File: config.mk
export PLATFORM = sky130hd
export DESIGN_NAME = t01_drop_sched
export DESIGN_NICKNAME = d
export VERILOG_FILES = /design/src/rtl/t01_pkg.sv /design/src/rtl/t01_level_ctr.sv /design/src/rtl/t01_drop_sched.sv
export SDC_FILE = /design/constraint.sdc
export NUM_CORES = 1
export LEC_CHECK = 0
export ABC_CLOCK_PERIOD_IN_PS = 7020
export BUFFER_PORTS_ARGS = -buffer_cell sky130_fd_sc_hd__buf_4
export CORE_MARGIN = 2
export CORE_UTILIZATION = 50
export DETAILED_ROUTE_END_ITERATION = 8
export GPL_TIMING_DRIVEN = 1
export PLACE_DENSITY = 0.74
export SLEW_MARGIN = 10
export SYNTH_ARGS = -nofsm -noshare
export SYNTH_HDL_FRONTEND = slang
export SYNTH_HIERARCHICAL = 1
export SYNTH_SLANG_ARGS = --single-unit
File: constraint.sdc
create_clock -name clk -period 7.02 [get_ports clk]
set_input_delay 0.702 -clock clk [delete_from_list [all_inputs] [get_ports clk]]
set_output_delay 0.702 -clock clk [all_outputs]
set_load 0.005 [all_outputs]
File: src/rtl/t01_pkg.sv
// Shared definitions for the gravity-drop scheduler: global game-state
// encodings, the drop handshake FSM states and the level/speed defaults.
package t01_pkg;

   // Global top_level_state encodings; gravity runs only in TLS_PLAY.
   localparam logic [1:0] TLS_MENU  = 2'b00;
   localparam logic [1:0] TLS_PLAY  = 2'b01;
   localparam logic [1:0] TLS_PAUSE = 2'b10;
   localparam logic [1:0] TLS_OVER  = 2'b11;

   // Defaults for the scheduler and level counter.
   localparam int DEF_LINES_PER_LEVEL = 10;
   localparam int DEF_MAX_LEVEL       = 10;
   localparam int DEF_SPEED_STEP      = 1000000;
   localparam int DEF_MAX_PENDING     = 3;

   localparam logic [24:0] SCOREMOD_MAX = 25'h1FF_FFFF;

   // Drop request handshake states.
   typedef enum logic [1:0] {
      IDLE = 2'b00,
      WAIT = 2'b01,
      REQ  = 2'b10,
      GAP  = 2'b11
   } drop_state_t;

   // level*step clipped to the 25-bit divider input.
   function automatic logic [24:0] sat_scoremod(input logic [3:0] lvl, input int step);
      logic [63:0] prod;
      prod = 64'(lvl) * 64'(step);
      return (prod > 64'(SCOREMOD_MAX)) ? SCOREMOD_MAX : prod[24:0];
   endfunction

endpackage

File: src/rtl/t01_level_ctr.sv
// Line accumulator and level counter. Clamps each lock's line count to 4,
// rolls the accumulator over every LINES_PER_LEVEL lines, bumps the level
// (saturating at MAX_LEVEL) and registers scoremod one cycle after level.
module t01_level_ctr
   import t01_pkg::*;
#(
   parameter int LINES_PER_LEVEL = DEF_LINES_PER_LEVEL,
   parameter int MAX_LEVEL       = DEF_MAX_LEVEL,
   parameter int SPEED_STEP      = DEF_SPEED_STEP
) (
   input  logic        clk,
   input  logic        rst,
   input  logic        new_game,
   input  logic        lines_valid,
   input  logic [2:0]  lines_cleared,
   output logic [3:0]  level,
   output logic [24:0] scoremod
);

   // Accumulator never exceeds LINES_PER_LEVEL-1+4 before the rollover.
   localparam int CW = $clog2(LINES_PER_LEVEL + 4);

   logic [CW-1:0] line_cnt;
   logic [2:0]    lines;
   logic [CW:0]   sum;

   assign lines = (lines_cleared > 3'd4) ? 3'd4 : lines_cleared;
   assign sum   = {1'b0, line_cnt} + (CW+1)'(lines);

   // Accumulate cleared lines and advance the level on each rollover.
   always_ff @(posedge clk or posedge rst) begin
      // NOTE: state registers use <= so every flop samples pre-edge values.
      if (rst) begin
         line_cnt <= '0;
         level    <= '0;
      end else if (new_game) begin
         line_cnt <= '0;
         level    <= '0;
      end else if (lines_valid) begin
         if (sum >= (CW+1)'(LINES_PER_LEVEL)) begin
            line_cnt <= CW'(sum - (CW+1)'(LINES_PER_LEVEL));
            if (level != 4'(MAX_LEVEL)) level <= level + 4'd1;
         end else begin
            line_cnt <= sum[CW-1:0];
         end
      end
   end

   // Register the divider speed value from the current level.
   always_ff @(posedge clk or posedge rst) begin
      if (rst)           scoremod <= '0;
      else if (new_game) scoremod <= '0;
      else               scoremod <= sat_scoremod(level, SPEED_STEP);
   end

endmodule

File: src/rtl/t01_drop_sched.sv
// Gravity drop scheduler. Turns the divider's active-low tick into a
// drop_req/drop_ack handshake toward the play FSM, feeds level/scoremod and
// the synchronized soft-drop speed_up back to the divider.
// Build option T01_TICK_QUEUE_EN: when defined, ticks arriving during a
// handshake are queued (up to MAX_PENDING) and a lost tick sets the sticky
// tick_overflow; when undefined such ticks are dropped and tick_overflow=0.
module t01_drop_sched
   import t01_pkg::*;
#(
   parameter logic [1:0] PLAY_STATE      = TLS_PLAY,
   parameter int         LINES_PER_LEVEL = DEF_LINES_PER_LEVEL,
   parameter int         MAX_LEVEL       = DEF_MAX_LEVEL,
   parameter int         SPEED_STEP      = DEF_SPEED_STEP,
   parameter int         MAX_PENDING     = DEF_MAX_PENDING
) (
   input  logic        clk,
   input  logic        rst,
   input  logic        tick_n,
   input  logic [1:0]  top_level_state,
   input  logic        new_game,
   input  logic        lines_valid,
   input  logic [2:0]  lines_cleared,
   input  logic        soft_drop,
   input  logic        drop_ack,
   output logic        drop_req,
   output logic        speed_up,
   output logic [24:0] scoremod,
   output logic [3:0]  level,
   output logic        tick_overflow
);

`ifdef T01_TICK_QUEUE_EN
   localparam bit QUEUE_EN = 1'b1;
`else
   localparam bit QUEUE_EN = 1'b0;
`endif

   localparam int PW = $clog2(MAX_PENDING + 1);

   drop_state_t   state_q, state_d;
   logic          tick_n_q, tick_r;
   logic          in_play;
   logic [PW-1:0] pending_q;
   logic          pend_inc, pend_dec, tick_lost;
   logic          sd_sync1, sd_sync2;

   assign in_play = (top_level_state == PLAY_STATE);

   // Detect the falling edge of tick_n and register it as a one-cycle tick.
   always_ff @(posedge clk or posedge rst) begin
      if (rst) begin
         tick_n_q <= 1'b1;
         tick_r   <= 1'b0;
      end else begin
         tick_n_q <= tick_n;
         tick_r   <= ~tick_n & tick_n_q;
      end
   end

   // Handshake FSM state register.
   always_ff @(posedge clk or posedge rst) begin
      if (rst) state_q <= IDLE;
      else     state_q <= state_d;
   end

   // Next-state logic plus pending-queue increment/decrement requests.
   always_comb begin
      // NOTE: every output gets a default first so no path infers a latch.
      state_d  = state_q;
      pend_inc = 1'b0;
      pend_dec = 1'b0;
      case (state_q)
         IDLE: if (in_play) state_d = WAIT;
         WAIT: begin
            if (tick_r) begin
               state_d = REQ;
            end else if (pending_q != '0) begin
               state_d  = REQ;
               pend_dec = 1'b1;
            end
         end
         REQ: begin
            pend_inc = tick_r;
            if (drop_ack) state_d = GAP;
         end
         GAP: begin
            pend_inc = tick_r;
            if (pending_q != '0) begin
               state_d  = REQ;
               pend_dec = 1'b1;
            end else begin
               state_d = WAIT;
            end
         end
         default: state_d = IDLE;
      endcase
      if (!in_play) state_d = IDLE;
   end

   assign drop_req  = (state_q == REQ);
   assign tick_lost = pend_inc && !pend_dec && (pending_q == PW'(MAX_PENDING));

   // Queued-tick counter; a simultaneous queue and dequeue cancel out.
   always_ff @(posedge clk or posedge rst) begin
      if (rst) begin
         pending_q <= '0;
      end else if (new_game || !in_play) begin
         pending_q <= '0;
      end else if (QUEUE_EN) begin
         if (pend_inc && !pend_dec) begin
            if (pending_q != PW'(MAX_PENDING)) pending_q <= pending_q + PW'(1);
         end else if (pend_dec && !pend_inc) begin
            pending_q <= pending_q - PW'(1);
         end
      end
   end

   // Sticky flag for a tick discarded at queue saturation.
   always_ff @(posedge clk or posedge rst) begin
      if (rst)                                   tick_overflow <= 1'b0;
      else if (new_game)                         tick_overflow <= 1'b0;
      else if (QUEUE_EN && in_play && tick_lost) tick_overflow <= 1'b1;
   end

   // Two-flop synchronizer on soft_drop, then a registered play-state gate.
   always_ff @(posedge clk or posedge rst) begin
      // NOTE: the first flop may go metastable; only sd_sync2 feeds logic.
      if (rst) begin
         sd_sync1 <= 1'b0;
         sd_sync2 <= 1'b0;
         speed_up <= 1'b0;
      end else begin
         sd_sync1 <= soft_drop;
         sd_sync2 <= sd_sync1;
         speed_up <= sd_sync2 & in_play;
      end
   end

   t01_level_ctr #(
      .LINES_PER_LEVEL (LINES_PER_LEVEL),
      .MAX_LEVEL       (MAX_LEVEL),
      .SPEED_STEP      (SPEED_STEP)
   ) u_level_ctr (
      .clk           (clk),
      .rst           (rst),
      .new_game      (new_game),
      .lines_valid   (lines_valid),
      .lines_cleared (lines_cleared),
      .level         (level),
      .scoremod      (scoremod)
   );

endmodule
==> results of run 1 <==
cells in the final DEF, fill, tap and decap left out, drive strengths merged, types with 2 or more instances in the layout:
cell type / n
clkbuf: 5
o21a: 2
ha: 25
nand2: 10
and3: 2
a21oi: 6
dfrtp: 30
o21ai: 5
fa: 6
nor3: 4
conb: 8
nor2b: 12
clkinv: 2
mux2i: 4
and3b: 2
a21o: 3
nand4: 2
a211oi: 4
inv: 21
xnor2: 5
nor2: 14
buf: 35
nor3b: 3
cell usage after synthesis (2+ instances only):
cell type  instances
nand4_1            2
buf_4             11
o21ai_0            5
nor3b_1            3
a21o_1             3
o21a_1             2
dfrtp_1           30
a21oi_1            6
nand2_1           10
nor3_1             4
conb_1             2
xnor2_1            4
and3_1             2
fa_1               6
nor2b_1           11
nor2_1            14
and3b_1            2
inv_1             21
ha_1              25
a211oi_1           4
clkbuf_1           4
mux2i_1            4
cells by family (layout without fill, tap and decap cells):
family          after synthesis  in the layout  synth area share [%]
buf+inv                      38             64                  9.29
mux                           5              5                  2.56
xor+xnor                      5              5                  3.12
simple gates                 56             56                  15.4
other cells                   2              8                 0.374
compound gates               26             26                  8.98
fa+ha+maj                    31             31                  21.6
flops                        31             31                  38.7
power groups by stage:
stage | combinational, W | clock [W] | sequential, W
finish | 0.0000647 | 0.000178 | 0.000190
global route | 0.0000737 | 0.000192 | 0.000191
CTS | 0.0000655 | 0.000183 | 0.000190
detailed placement | 0.0000646 | 0 | 0.000193
global placement | 0.0000632 | 0 | 0.000193
floorplan | 0.0000522 | 0 | 0.000192
state kept, by name, indices dropped and copies added (netlist names):
| register | count |
|---|---|
| speed_up | 1 |
| state_q | 2 |
| u_level_ctr/scoremod | 16 |
| tick_n_q | 1 |
| tick_r | 1 |
| sd_sync1 | 1 |
| u_level_ctr/level | 4 |
| u_level_ctr/line_cnt | 4 |
| sd_sync2 | 1 |
layer usage:
layer  GRT usage, %  vias up  wire, um
met5              0        -         0
li1               -      687         -
met1           22.8      669      1530
met4           6.12        0        55
met3           5.50        6       192
met2           30.0       35      1690
final cells by class:
| class | instances | area, um^2 |
|---|---|---|
| multi-input combinational | 131 | 1070 |
| clock buffer | 5 | 68.8 |
| tap | 50 | 62.6 |
| clock inverter | 3 | 43.8 |
| fill | 327 | 1580 |
| sequential | 31 | 777 |
| timing repair buffer | 35 | 263 |
| inverter | 21 | 78.8 |
metrics by stage:
stage / power, W / hold slack, ns / instance area (um^2) / instances
2_1_floorplan: 0.000244 / 0.331 / 2030 / 200
3_3_place_gp: 0.000257 / 0.333 / 2250 / 268
3_5_place_dp: 0.000258 / 0.339 / 2250 / 268
4_1_cts: 0.000438 / 0.344 / 2360 / 276
5_1_grt: 0.000457 / 0.345 / 2360 / 276
6_report: 0.000432 / 0.341 / 2360 / 276
path summary, 6_finish.rpt:
kind | startpoint | end | slack (ns) | cells after the start
min in group clk | sd_sync1 | sd_sync2 | 0.35 | 0
setup reg to reg | u_level_ctr/level[3] | u_level_ctr/scoremod[23] | 3.92 | 8
max in group asynchronous | rst | u_level_ctr/scoremod[18] | 5.79 | 2
hold reg to reg | sd_sync1 | sd_sync2 | 0.35 | 0
setup / recovery | lines_cleared[0] | u_level_ctr/level[3] | 3.81 | 11
hold / removal | rst | speed_up | 0.34 | 2
==> flow_summary.toml, run 1 <==
[die]
core_area_mm2 = 0.00394
initial_core_util_pct = 50.9
rows = 23
die_h_um = 67.4
die-area_mm2 = 0.00454
die_w_um = 67.4
ios = 44

[global_routing]
grt_max_degree = 29
antenna_found_initial = 0
grtUsageTotal_pct = 18.2
first_global_vias = 1384
grt_pass1_wl_mm = 6.03
overflow = 0

[pwr]
power_switching_w = 0.000112
ir_worst_vdd_uv = 106
powerDensity_mw_per_mm2 = 183
p_leak_nw = 1.26
p_int_w = 0.000321
switching_share_pct = 25.8
pwr-share-seq_pct = 44.0
p_comb_share_pct = 15.0
clkPwrFrac_pct = 41.1

[sta]
finalCritPeriodShare_pct = 45.8
max_slew_margin_pct = 36.0
setup-tns-final_ns = 0
fmax_mhz = 311
clock_skew_ns = 0.00562
hold_viol_final = 0
rsz0062_at_grt = "false"
setup_violations = 0
fin_ws_ns = 3.81
worst_pin_slew_ns = 0.959
maxSlewViolCount = 0
post-route-min-period_ns = 3.21

[logic_synthesis]
avgSynthCellArea_um2 = 10.3
netlist_instances = 194
ys_seq_area_share_pct = 38.7
synth_top_area_share_pct = 37.4
yosys.area.top_type = "dfrtp_1"
synth_edf_count = 0
ys_warn_count = 6
synth_flop_cell = "dfrtp_1"
synth_area_mm2 = 0.00201
synth_area_leaders = "dfrtp_1 (37%), ha_1 (16%), fa_1 (6.0%), buf_4 (4.1%), inv_1 (3.9%)"
ys_types = 41
synthArstFlopShare_pct = 100
ys_ff_latch = 31

[clock_network]
cts_post_setup_buffers_inserted = 0
clock-root-buffer = "clkbuf_8"
insertion_delay_ns = 0.29
clk_path_buf_depth = 2
h-tree-depth = 2
numCtsBuffers = 5
cts_tree = "done"
cts.sinks = 31
ctsHoldBuffers = 0
clk_pin_slew_ns = 0.07
cts_resized = 0

[worst_setup_path]
worst_path_largest_cell_delay_ns = 0.64
critPathLaunchType = "input port"
critPathTopFamily = "simple AND/OR/NAND/NOR gates"
cp.arrival_ns = 3.43
cp.required_ns = 7.24
critPathSlowestCell = "or4b_1"
path_cells = "buf_4 -> nor2b_1 -> ha_1 -> fa_1 -> xnor2_4 -> ha_1 -> inv_1 -> a221oi_2 -> or4b_1 -> or3_1 -> a21oi_1"
critPathCaptureType = "register"
path_buf_inv = 2
cp_max_fo = 6
critPathKind = "input port to register"
cpMostUsedCell = "ha_1"

[routing]
drt_iter0_drc = 97
routed_via_density = 5.06
num_vias = 1397
drt.antenna.violating_nets = 0
avgRoutedWirePerCell_um = 12.6
firstDrtPassIters = 4
wirelength_mm = 3.47
drc_errors = 0

[cells_and_area]
layout.nets = 268
drive_gt1_share_pct = 21.2
areaGrowthSynthToFinish_pct = 17.6
antenna_cells = 0
utilization_pct = 59.9

[placement]
io_buffers = 35
gp_congestion = 0.798
place_ws_ns = 3.54
hpwl_mm = 2.52

[flow_run]
drv_cap = 0

[worst_hold_path]
holdCritPathClass = "input port to asynchronous set/reset pin"

[outcome]
status = "complete, no violations"
Note: power is estimated with default switching activity, not from simulation.
==> run 2, diff against run 1 <==
--- a/config.mk
+++ b/config.mk
@@ -5,7 +5,8 @@
 export SDC_FILE = /design/constraint.sdc
 export NUM_CORES = 1
 export LEC_CHECK = 0
-export ABC_CLOCK_PERIOD_IN_PS = 7020
+export ABC_AREA = 1
+export ABC_CLOCK_PERIOD_IN_PS = 3300
 export BUFFER_PORTS_ARGS = -buffer_cell sky130_fd_sc_hd__buf_4
 export CORE_MARGIN = 2
 export CORE_UTILIZATION = 50
==> constraint.sdc (replaced) <==
create_clock -name clk -period 3.3 [get_ports clk]
set_input_delay 0.33 -clock clk [delete_from_list [all_inputs] [get_ports clk]]
set_output_delay 0.33 -clock clk [all_outputs]
set_load 0.005 [all_outputs]
==> run 2 against run 1 <==
  * Hold slack lost 0.19 ns
  * Total power up 120%
  * Critical path depth shrank 2
==> flow_summary.toml, run 2 <==
[cells_and_area]
antenna_cells = 0
largest_register = "u_level_ctr/scoremod"
layout_common_cells = "inv_1 (41), buf_4 (36), nand2_1 (34), dfrtp_1 (30), ha_1 (25)"
fin_area_mm2 = 0.00247
nFillCells = 341
top_regs = "u_level_ctr/scoremod: 16 flops, u_level_ctr/level: 4 flops, u_level_ctr/line_cnt: 4 flops"
stdcell_count = 320
largest_register_ffs = 16
final_common_cell = "inv_1"
layout.nets = 312
drive_gt1_share_pct = 24.4
areaGrowthSynthToFinish_pct = 19.2

[sta]
hold_ws_ns = 0.151
clock_skew_ns = 0.00351
fmax_mhz = 370
maxSlewViolCount = 0
worst_pin_slew_ns = 0.935
setup_violations = 0
max_slew_margin_pct = 37.6
setup-tns-final_ns = 0
finalCritPeriodShare_pct = 81.9
hold_viol_final = 0
post-route-min-period_ns = 2.70
rsz0062_at_grt = "false"

[global_routing]
antenna_found_initial = 0
met1_usage_pct = 23.1
first_global_vias = 1439
busiest_layer = "met2"
grt_pass1_wl_mm = 6.27
grt_util_met3_pct = 5.59
grtUsageTotal_pct = 18.4
overflow = 0
grt_max_degree = 25
grt_use_met2_pct = 29.9

[logic_synthesis]
synthTopCellsByCount = "inv_1 (41), nand2_1 (34), dfrtp_1 (30), ha_1 (25), nor2_1 (20)"
synth_flop_cell = "dfrtp_1"
synthArstFlopShare_pct = 100
synth_top_area_share_pct = 36.2
avgSynthCellArea_um2 = 8.98
ys_warn_count = 6
synth_area_mm2 = 0.00207
ys_ff_latch = 31
netlist_instances = 231
yosysMostFrequentCell = "inv_1"
ys_types = 34
synth_area_leaders = "dfrtp_1 (36%), ha_1 (15%), inv_1 (7.4%), nand2_1 (6.2%), fa_1 (5.8%)"
ys_seq_area_share_pct = 37.5
synth_edf_count = 0
yosys.area.top_type = "dfrtp_1"

[placement]
io_buffers = 35
place_area_mm2 = 0.00235
gp_congestion = 0.857
hpwl_mm = 2.95
placed_cells = 311

[worst_setup_path]
critPathLaunchType = "register"
critPathCaptureType = "register"
cp.arrival_ns = 2.88
cp.required_ns = 3.47
worst_path_largest_cell_delay_ns = 0.61
critPathKind = "register to register"
reg2reg_depth = 9
path_cells = "fa_1 -> fa_1 -> ha_1 -> a21oi_1 -> nor3_1 -> nor2_1 -> nand3_1 -> nand2_1 -> nor2_1"
critPathSlowestCell = "dfrtp_1"
cp_max_fo = 11

[routing]
drc_errors = 0
firstDrtPassIters = 4
drt_iter0_drc = 27
drt.antenna.violating_nets = 0
wirelength_mm = 3.74
avgRoutedWirePerCell_um = 11.7
routed_via_density = 4.77
num_vias = 1525

[clock_network]
cts.sinks = 31
h-tree-depth = 2
cts_resized = 0
insertion_delay_ns = 0.28
cts_tree = "done"
numCtsBuffers = 5
clk_pin_slew_ns = 0.06
clk_path_buf_depth = 2
clock-root-buffer = "clkbuf_8"

[die]
die_w_um = 68.4
rows = 23
core_area_mm2 = 0.00400
die_h_um = 68.4
die-area_mm2 = 0.00468
ios = 44
initial_core_util_pct = 51.9

[pwr]
p_leak_nw = 1.41
powerDensity_mw_per_mm2 = 383
ir_worst_vdd_uv = 202
total_power_w = 0.000947

[flow_run]
drv_cap = 0

[outcome]
status = "complete, no violations"

[worst_hold_path]
holdCritPathClass = "input port to register"
hold_depth = 1
[run 2: power breakdown]
part / leakage (nW) / total, W / switching (W) / internal, W
clock: 0.0612 / 0.000388 / 0.000144 / 0.000244
sequential: 0.420 / 0.000406 / 0.0000116 / 0.000395
combinational: 0.933 / 0.000153 / 0.0000903 / 0.0000624
total: 1.41 / 0.000947 / 0.000246 / 0.000701
[run 2: worst paths after layout]
check                                startpoint                        to  slack, ns
max in group asynchronous                   rst  u_level_ctr/scoremod[21]       1.90
setup / recovery           u_level_ctr/level[2]  u_level_ctr/scoremod[22]       0.60
hold reg to reg                        sd_sync1                  sd_sync2       0.36
min in group asynchronous                   rst                state_q[0]       0.54
hold / removal                        soft_drop                  sd_sync1       0.15
setup reg to reg           u_level_ctr/level[2]  u_level_ctr/scoremod[22]       0.60
[run 2: critical path, delay by kind of cell, from the launching register on]
| family | cells | cell delay (ns) |
|---|---|---|
| fa+ha+maj | 3 | 1.38 |
| compound gates | 1 | 0.20 |
| simple gates | 5 | 0.40 |
| flops | 1 | 0.61 |
[run 2: cell families (layout without fill, tap and decap cells)]
group           Yosys count  after routing  synth area share, %
flops                    31             31                 37.5
xor+xnor                  2              2                0.845
compound gates           22             22                 6.88
simple gates             89             89                 22.0
other cells               2              8                0.362
buf+inv                  54             87                 11.6
fa+ha+maj                31             31                 20.9
[run 2: cell type report]
type / instances / area, um^2 / area share [%]
Clock buffer: 6 / 82.6 / 3.34
Clock inverter: 2 / 35.0 / 1.42
Inverter: 42 / 158 / 6.37
Multi-Input combinational cell: 152 / 1080 / 43.6
Sequential cell: 31 / 777 / 31.4
Tap cell: 50 / 62.6 / 2.53
Timing Repair Buffer: 37 / 280 / 11.3
[run 2: through the flow]
step / setup WS [ns] / util (%)
after floorplan: 0.803 / -
after global placement: 0.711 / 58.6
after detailed placement: 0.619 / 58.6
after CTS: 0.611 / 61.8
after global routing: 0.411 / 61.8
final: 0.596 / 61.8
[run 2: timing repair]
action / in CTS / in global routing
hold buffers: 1 / 0
endpoints found under the hold margin: 6 / 0
setup buffers: 0 / 0
[run 2: metal layers]
layer	share of wire, %	wire, um
met3	7.1	267
met1	44	1660
met5	0	0
met4	1.5	55
met2	47	1760
==> run 3, diff against run 2 <==
--- a/config.mk
+++ b/config.mk
@@ -6,7 +6,7 @@
 export NUM_CORES = 1
 export LEC_CHECK = 0
 export ABC_AREA = 1
-export ABC_CLOCK_PERIOD_IN_PS = 3300
+export ABC_CLOCK_PERIOD_IN_PS = 2700
 export BUFFER_PORTS_ARGS = -buffer_cell sky130_fd_sc_hd__buf_4
 export CORE_MARGIN = 2
 export CORE_UTILIZATION = 50
==> constraint.sdc (replaced) <==
create_clock -name clk -period 2.7 [get_ports clk]
set_input_delay 0.27 -clock clk [delete_from_list [all_inputs] [get_ports clk]]
set_output_delay 0.27 -clock clk [all_outputs]
set_load 0.005 [all_outputs]
==> run 3 against run 2 <==
  * Global-route usage increased by 0.75 points
  * Flip-flop and latch count unchanged
  * Via count grew 2.0%
  * Total power increased by 22%
  * Sequential power up 22%
==> flow_summary.toml, run 3 (synthesis gave the netlist of run 2 again) <==
[outcome]
status = "complete, no violations"

[clock_network]
clk_path_buf_depth = 2
clock-root-buffer = "clkbuf_8"
clk_pin_slew_ns = 0.07
cts_tree = "done"
numCtsBuffers = 5
insertion_delay_ns = 0.28
h-tree-depth = 2
cts.sinks = 31

[cells_and_area]
regArea_um2 = 777
layout_common_cells = "inv_1 (41), buf_4 (38), nand2_1 (34), dfrtp_1 (30), ha_1 (25)"
drive_gt1_share_pct = 25.0
layout.nets = 314
areaGrowthSynthToFinish_pct = 20.0
top_regs = "u_level_ctr/scoremod: 16 flops, u_level_ctr/level: 4 flops, u_level_ctr/line_cnt: 4 flops"
nFillCells = 333
final_common_cell = "inv_1"
largest_register = "u_level_ctr/scoremod"
utilization_pct = 62.2
largest_register_ffs = 16
stdcell_count = 322
multiInputGateArea_mm2 = 0.00108
antenna_cells = 0

[sta]
maxSlewViolCount = 0
fmax_mhz = 397
finalCritPeriodShare_pct = 93.4
worst_pin_slew_ns = 0.906
rsz0062_at_grt = "false"
hold_viol_final = 0
setup_violations = 0
post-route-min-period_ns = 2.52
clock_skew_ns = 0.00368
max_slew_margin_pct = 39.6
setup-tns-final_ns = 0

[worst_setup_path]
timing.rr.end = "u_level_ctr/scoremod[22]"
critPathKind = "register to register"
cp.arrival_ns = 2.74
cp.required_ns = 2.91
worstReg2RegStart = "u_level_ctr/level[1]"
critPathLaunchType = "register"
critPathCaptureType = "register"
cp_max_fo = 5
ff2ff_setup_slack_ns = 0.18
reg2reg_depth = 9

[pwr]
switching_share_pct = 26.0
powerDensity_mw_per_mm2 = 465
clkPwrFrac_pct = 40.9
p_int_w = 0.000857
p_comb_share_pct = 16.2
p_leak_nw = 1.42
ir_worst_vdd_uv = 204
power_switching_w = 0.000301
pwr-share-seq_pct = 42.8

[flow_run]
drv_cap = 0

[die]
die-area_mm2 = 0.00468
ios = 44
initial_core_util_pct = 51.9
die_h_um = 68.4
core_area_mm2 = 0.00400
rows = 23
die_w_um = 68.4

[placement]
hpwl_mm = 3.01
placed_cells = 313
gp_congestion = 0.828
io_buffers = 35

[routing]
drt.antenna.violating_nets = 0
wirelength_mm = 3.95
firstDrtPassIters = 4
avgRoutedWirePerCell_um = 12.3
num_vias = 1556
routed_via_density = 4.83
drc_errors = 0
drt_iter0_drc = 72

[global_routing]
antenna_found_initial = 0
overflow = 0
grt_max_degree = 25
first_global_vias = 1498
grtUsageTotal_pct = 19.2
grt_pass1_wl_mm = 6.54

[worst_hold_path]
hold_depth = 1
min_from = "soft_drop"
holdCritPathClass = "input port to register"
hold_end = "sd_sync1"
[run 3: how the worst max path moves through the flow]
stage | slack (ns) | endpoint | from
after CTS | 0.19 | u_level_ctr/scoremod[22] | u_level_ctr/level[1]
after detailed placement | 0.20 | u_level_ctr/scoremod[22] | u_level_ctr/level[1]
after floorplan | 0.20 | u_level_ctr/scoremod[22] | u_level_ctr/level[2]
after global placement | 0.31 | u_level_ctr/scoremod[22] | u_level_ctr/level[1]
final | 0.18 | u_level_ctr/scoremod[22] | u_level_ctr/level[1]
after global routing | 0.04 | u_level_ctr/scoremod[22] | u_level_ctr/level[1]
[run 3: timing repair]
| action | 4_1_cts | 5_1_grt |
|---|---|---|
| resized for setup | 0 | 0 |
| hold buffers | 1 | 0 |
| endpoints found under the hold margin | 6 | 0 |
| buffers inserted | 0 | 0 |
[run 3: power by group through the flow]
stage | clock [W] | combinational (W) | sequential, W
floorplan | 0 | 0.000143 | 0.000503
global placement | 0 | 0.000180 | 0.000504
detailed placement | 0 | 0.000187 | 0.000505
CTS | 0.000491 | 0.000190 | 0.000496
global route | 0.000506 | 0.000216 | 0.000499
finish | 0.000474 | 0.000188 | 0.000496
[run 3: final cells by class]
class	count	share of cell area (%)
multi-input cells	152	43.3
flip-flops and latches	31	31.2
repair buffers	39	11.9
inverters	42	6.33
clock buffers	6	3.32
well taps	50	2.51
clock inverters	2	1.41
[run 3: worst max-delay path, cell delays in order (launching register included)]
cell,delay (ns)
dfrtp_1,0.41
fa_1,0.61
fa_1,0.43
ha_1,0.36
nand2_1,0.09
nor3_1,0.19
nand2_1,0.09
nand3_1,0.09
nand2_1,0.05
nor2_1,0.11
[run 3: metrics by stage]
stage / power (W) / cell area, um^2 / setup slack (ns) / hold WS, ns
global route: 0.00122 / 2490 / 0.0374 / 0.0814
CTS: 0.00118 / 2490 / 0.189 / 0.0755
floorplan: 0.000645 / 2100 / 0.203 / 0.0727
global placement: 0.000685 / 2360 / 0.308 / 0.230
detailed placement: 0.000692 / 2360 / 0.204 / 0.236
finish: 0.00116 / 2490 / 0.178 / 0.0901
[run 3: layer usage]
metal | vias to the layer above | share of wire [%] | global-route usage [%]
li1 | 784 | - | -
met5 | - | 0 | 0
met4 | 0 | 1.3 | 8.75
met2 | 40 | 50 | 31.3
met1 | 727 | 45 | 24.5
met3 | 5 | 4.0 | 3.62
